--- config.mk ---
export PLATFORM = sky130hd
export DESIGN_NAME = bit_serializer
export DESIGN_NICKNAME = d
export VERILOG_FILES = /design/src/rtl/serdes_pkg.sv /design/src/rtl/ser_hold_buf.sv /design/src/rtl/bit_serializer.sv
export SDC_FILE = /design/constraint.sdc
export NUM_CORES = 1
export LEC_CHECK = 0
export ABC_AREA = 1
export BUFFER_PORTS_ARGS = -buffer_cell sky130_fd_sc_hd__buf_4
export CAP_MARGIN = 20
export CORE_AREA = 2 2 61 63
export CTS_BUF_LIST = sky130_fd_sc_hd__clkbuf_16
export DETAILED_ROUTE_END_ITERATION = 10
export DIE_AREA = 0 0 63 65
export GPL_TIMING_DRIVEN = 0
export PLACE_DENSITY_LB_ADDON = 0.12
export SYNTH_ARGS = -nofsm -noshare
export SYNTH_HDL_FRONTEND = slang
export SYNTH_SLANG_ARGS = --single-unit
--- constraint.sdc ---
create_clock -name CLK -period 2.2 [get_ports CLK]
set_clock_uncertainty 0.05 [all_clocks]
set_input_delay 0.22 -clock CLK [delete_from_list [all_inputs] [get_ports CLK]]
set_output_delay 0.22 -clock CLK [all_outputs]
set_load 0.05 [all_outputs]
--- src/rtl/serdes_pkg.sv ---
// Shared definitions for the serializer: shifter state encoding and counter sizing.
package serdes_pkg;

    typedef enum logic {
        ST_IDLE  = 1'b0,
        ST_SHIFT = 1'b1
    } ser_state_e;

    // Bit-counter width for a given word width (always at least one bit).
    function automatic int cnt_width(input int width);
        return (width > 2) ? $clog2(width) : 1;
    endfunction

endpackage

--- src/rtl/ser_hold_buf.sv ---
// One-entry holding register that parks the next word while the shifter is busy.
module ser_hold_buf #(
    parameter int WIDTH = 8
) (
    input  logic             CLK,
    input  logic             RST,
    input  logic             load_i,
    input  logic             drain_i,
    input  logic [WIDTH-1:0] data_i,
    output logic [WIDTH-1:0] data_o,
    output logic             full_o
);

    logic [WIDTH-1:0] data_q, data_d;
    logic             full_q, full_d;

    always_comb begin
        data_d = data_q;
        full_d = full_q;
        if (load_i) begin
            data_d = data_i;
            full_d = 1'b1;
        end else if (drain_i) begin
            full_d = 1'b0;
        end
    end

    always_ff @(posedge CLK or posedge RST) begin
        if (RST) begin
            data_q <= '0;
            full_q <= 1'b0;
        end else begin
            data_q <= data_d;
            full_q <= full_d;
        end
    end

    assign data_o = data_q;
    assign full_o = full_q;

endmodule

--- src/rtl/bit_serializer.sv ---
// Parallel-to-serial front end: valid/ready word input, one registered bit per clock out.
module bit_serializer
    import serdes_pkg::*;
#(
    parameter int WIDTH     = 8,
    parameter bit MSB_FIRST = 1'b1,
    parameter bit IDLE_BIT  = 1'b0
) (
    input  logic             CLK,
    input  logic             RST,
    input  logic [WIDTH-1:0] IN_DATA,
    input  logic             IN_VALID,
    output logic             IN_READY,
    output logic             SER_OUT,
    output logic             SER_VALID,
    output logic             BUSY
);

    localparam int CW = cnt_width(WIDTH);

    ser_state_e       state_q, state_d;
    logic [WIDTH-1:0] sh_q, sh_d;
    logic [CW-1:0]    cnt_q, cnt_d;
    logic             ser_out_q, ser_out_d;
    logic             ser_valid_q, ser_valid_d;

    logic             hold_full;
    logic [WIDTH-1:0] hold_data;
    logic             hold_load, hold_drain;
    logic             accept, last_bit, load_new, load_word;
    logic [WIDTH-1:0] load_value, sh_rot;
    logic             load_first_bit, next_bit;

    assign IN_READY   = !hold_full && !RST;
    assign accept     = IN_VALID && IN_READY;
    assign last_bit   = (state_q == ST_SHIFT) && (cnt_q == CW'(WIDTH - 1));
    assign hold_drain = last_bit && hold_full;
    assign load_new   = accept && ((state_q == ST_IDLE) || (last_bit && !hold_full));
    assign hold_load  = accept && !load_new;
    assign load_word  = hold_drain || load_new;
    assign load_value = hold_drain ? hold_data : IN_DATA;

    // Rotating rather than shifting keeps every bit of sh in use; the vacated bit is never sent.
    generate
        if (MSB_FIRST) begin : g_msb
            assign load_first_bit = load_value[WIDTH-1];
            assign next_bit       = sh_q[WIDTH-2];
            assign sh_rot         = {sh_q[WIDTH-2:0], sh_q[WIDTH-1]};
        end else begin : g_lsb
            assign load_first_bit = load_value[0];
            assign next_bit       = sh_q[1];
            assign sh_rot         = {sh_q[0], sh_q[WIDTH-1:1]};
        end
    endgenerate

    ser_hold_buf #(
        .WIDTH(WIDTH)
    ) u_hold (
        .CLK     (CLK),
        .RST     (RST),
        .load_i  (hold_load),
        .drain_i (hold_drain),
        .data_i  (IN_DATA),
        .data_o  (hold_data),
        .full_o  (hold_full)
    );

    always_ff @(posedge CLK or posedge RST) begin
        if (RST) begin
            state_q     <= ST_IDLE;
            sh_q        <= '0;
            cnt_q       <= '0;
            ser_out_q   <= IDLE_BIT;
            ser_valid_q <= 1'b0;
        end else begin
            state_q     <= state_d;
            sh_q        <= sh_d;
            cnt_q       <= cnt_d;
            ser_out_q   <= ser_out_d;
            ser_valid_q <= ser_valid_d;
        end
    end

    always_comb begin
        state_d = state_q;
        case (state_q)
            ST_IDLE:  if (accept) state_d = ST_SHIFT;
            ST_SHIFT: if (last_bit && !load_word) state_d = ST_IDLE;
            default:  state_d = ST_IDLE;
        endcase
    end

    // A load always restarts the word, so it takes priority over a normal shift.
    always_comb begin
        sh_d        = sh_q;
        cnt_d       = '0;
        ser_out_d   = IDLE_BIT;
        ser_valid_d = 1'b0;
        if (load_word) begin
            sh_d        = load_value;
            ser_out_d   = load_first_bit;
            ser_valid_d = 1'b1;
        end else if ((state_q == ST_SHIFT) && !last_bit) begin
            sh_d        = sh_rot;
            cnt_d       = cnt_q + CW'(1);
            ser_out_d   = next_bit;
            ser_valid_d = 1'b1;
        end
    end

    assign SER_OUT   = ser_out_q;
    assign SER_VALID = ser_valid_q;
    assign BUSY      = (state_q == ST_SHIFT) || hold_full;

endmodule

==> reports/metrics.yaml <==
timing:
  setup_violations: 0
  drv_slew: 0
  rsz0062_at_grt: "no"
  max_slew_margin: 0.3940
  period_minus_slack_ns: 1.786
  setup_ws_ns: 0.4137
  finalHoldViolations: 0
  fmax_mhz: 559.8
  tightest_slew_ns: 0.9081
  period_share: 0.8120
  setup-tns-final_ns: 0
setup_path:
  cp_slowest_stage_delay_ns: 0.39
  arrival_ns: 1.88
  slowest_stage: "dfrtp_1"
  critPathMaxFanout: 10
  setup.worst_path.start_class: "flip-flop"
  cp_num_buf_inv: 3
  critical_path_class: "reg -> reg"
  critPathTopFamily: "buffers and inverters"
  required_ns: 2.30
  end_kind: "flip-flop"
  path_cells: "ha_1 > ha_1 > buf_4 > inv_1 > nand2_2 > nand2_1 > nand3_4 > buf_6 > nand2_1 > o21ai_2"
clock_network:
  cts_inserted_buffers: 3
  cts-root-buf: "clkbuf_16"
  cts_tree: "built"
  cts_setup_buffers: 0
  ctsResizeCount: 0
  cts_hold_buffers: 0
  clk_latency_ns: 0.26
  cts.sinks: 23
  cts_buffer_depth: 2
  path_clk_slew_ns: 0.06
  htreeDepth: 1
power:
  switchingPower_uw: 750.9
  leakage_nw: 0.7101
  pwr-share-seq: 0.381
  peakVddDrop_v: 0.0005416
  comb_power_share: 0.409
  internal_power_mw: 1.131
  swShare: 0.3990
  powerDensity_nw_per_um2: 1338
  clock_power_share: 0.210
die:
  dieArea_sq_um: 4095
  die_w_um: 63
  num_rows: 22
  core_sq_um: 3496
  floorplan.initialDensity: 0.3321
  dieHeight_um: 65
  io_pins: 15
run_status:
  run_status: "finished, final reports clean"
final_layout:
  drive_gt1_frac: 0.2484
  nNetsFinal: 167
  final_area_sq_um: 1406
  areaGrowthSynthToFinish_pct: 21.12
  diodes: 0
  fin_cells: 201
  num-fill-cells: 374
yosys:
  yosysWarnings: 0
  synthCells: 135
  synth_top_flop_cell: "dfrtp_1"
  synth_top_cell_by_area: "dfrtp_1"
  synth_edf_count: 0
  syn_avg_cell_area_sq_um: 8.601
  yosys-top-cells-area: "dfrtp_1 (50%), nand2_1 (13%), nand4_1 (8.6%), nand3_1 (7.8%), o21ai_2 (6.0%)"
  synth_seq_cells: 23
  synth_cell_types: 17
  netlist_area_sq_um: 1161
  yosysSeqAreaShare: 0.4957
  synth_fp_nets: 148
  synthArstFlopShare: 1.000
  synth_top_area_frac: 0.4957
  synthTopCellsByCount: "nand2_1 (39), dfrtp_1 (23), nand3_1 (18)"
  synth.most_common_cell: "nand2_1"
global_routing:
  grt_pass1_vias: 914
  grt_usage: 0.1421
  grt_pass1_wl_mm: 4.498
  grt_overflow: 0
  antenna_found_initial: 0
  grt_max_degree: 24
place:
  place_area_sq_um: 1326
  pre_cts_slack_ns: 0.4120
  place_congestion: 0.7177
  place_inst: 197
  numPortBuffers: 14
  dpl.hpwl_mm: 1.762
routing:
  vias: 943
  routed_wl_mm: 2.451
  vias_per_cell: 4.692
  drt-pass1-iter-count: 6
  wire_per_inst_um: 12.19
  drc: 0
  drt_iter0_markers: 37
  ant_nets: 0
worst_hold_path:
  hold_class: "in -> async"
flow_run:
  cap_violations: 0
-- worst register-to-register path, stage by stage (launching register included) --
cell	delay, ns
dfrtp_1	0.39
ha_1	0.20
ha_1	0.18
buf_4	0.17
inv_1	0.07
nand2_2	0.08
nand2_1	0.11
nand3_4	0.13
buf_6	0.19
nand2_1	0.07
o21ai_2	0.05
-- cells by family after synthesis --
| group | share of synthesized area |
|---|---|
| simple gates | 0.3395 |
| flops | 0.4957 |
| buf+inv | 0.08297 |
| compound gates | 0.06035 |
| fa+ha+maj | 0.02155 |
-- routing by layer --
metal,GRT usage,routed length (um)
met1,0.2013,1180
met2,0.2154,1152
met3,0.02257,91
met4,0.05833,27
met5,0,0
-- worst paths after layout --
check,start,endpoint,depth (start not counted),slack (ns)
max,cnt_q[0]$_DFF_PP0_,u_hold.data_o[0]$_DFFE_PP0P_,10,0.41
min,RST,cnt_q[0]$_DFF_PP0_,2,0.13
max reg2reg,cnt_q[0]$_DFF_PP0_,u_hold.data_o[0]$_DFFE_PP0P_,10,0.41
min reg2reg,cnt_q[0]$_DFF_PP0_,cnt_q[0]$_DFF_PP0_,1,0.40
max in group asynchronous,RST,u_hold.data_o[5]$_DFFE_PP0P_,2,1.42
min in group CLK,IN_DATA[5],u_hold.data_o[5]$_DFFE_PP0P_,3,0.17
-- registers in the layout, indices dropped and copies added, names as in the netlist --
name	flops
sh_q	8
u_hold.data_o	8
cnt_q	3
SER_OUT	1
SER_VALID	1
state_q	1
u_hold.full_o	1
-- through the flow --
step	hold WS, ns	util	power [mW]
floorplan	0.1719	-	1.307
global placement	0.3725	0.3794	1.490
detailed placement	0.3883	0.3794	1.498
CTS	0.1604	0.4023	1.910
global route	0.1805	0.4023	2.066
finish	0.1260	0.4023	1.882
-- placed cells by master (no fill, tap or decap) --
cell,n
buf_2,5
buf_4,15
buf_6,1
clkbuf_1,1
clkbuf_16,3
clkinv_2,1
dfrtp_1,23
ha_1,2
inv_1,13
nand2_1,39
nand2_2,1
nand3_1,18
nand3_2,1
nand3_4,1
nand4_1,16
nor2_1,3
nor2_2,1
o21ai_2,8
or2_2,1
-- final cells by class --
class | count | area (sq um) | area share
Buffer | 8 | 47.55 | 0.03381
Clock buffer | 3 | 75.07 | 0.05338
Clock inverter | 1 | 5.005 | 0.003559
Inverter | 13 | 48.80 | 0.03470
Multi-Input combinational cell | 91 | 489.2 | 0.3479
Sequential cell | 23 | 575.6 | 0.4093
Tap cell | 48 | 60.06 | 0.04270
Timing Repair Buffer | 14 | 105.1 | 0.07473
-- power by group through the flow --
stage	Sequential (mW)	Clock (mW)	Combinational (mW)
floorplan	0.741	0	0.566
detailed placement	0.721	0	0.776
global route	0.741	0.436	0.889
CTS	0.716	0.416	0.779
finish	0.717	0.395	0.770
global placement	0.721	0	0.769
(Power assumes the default switching activity.)
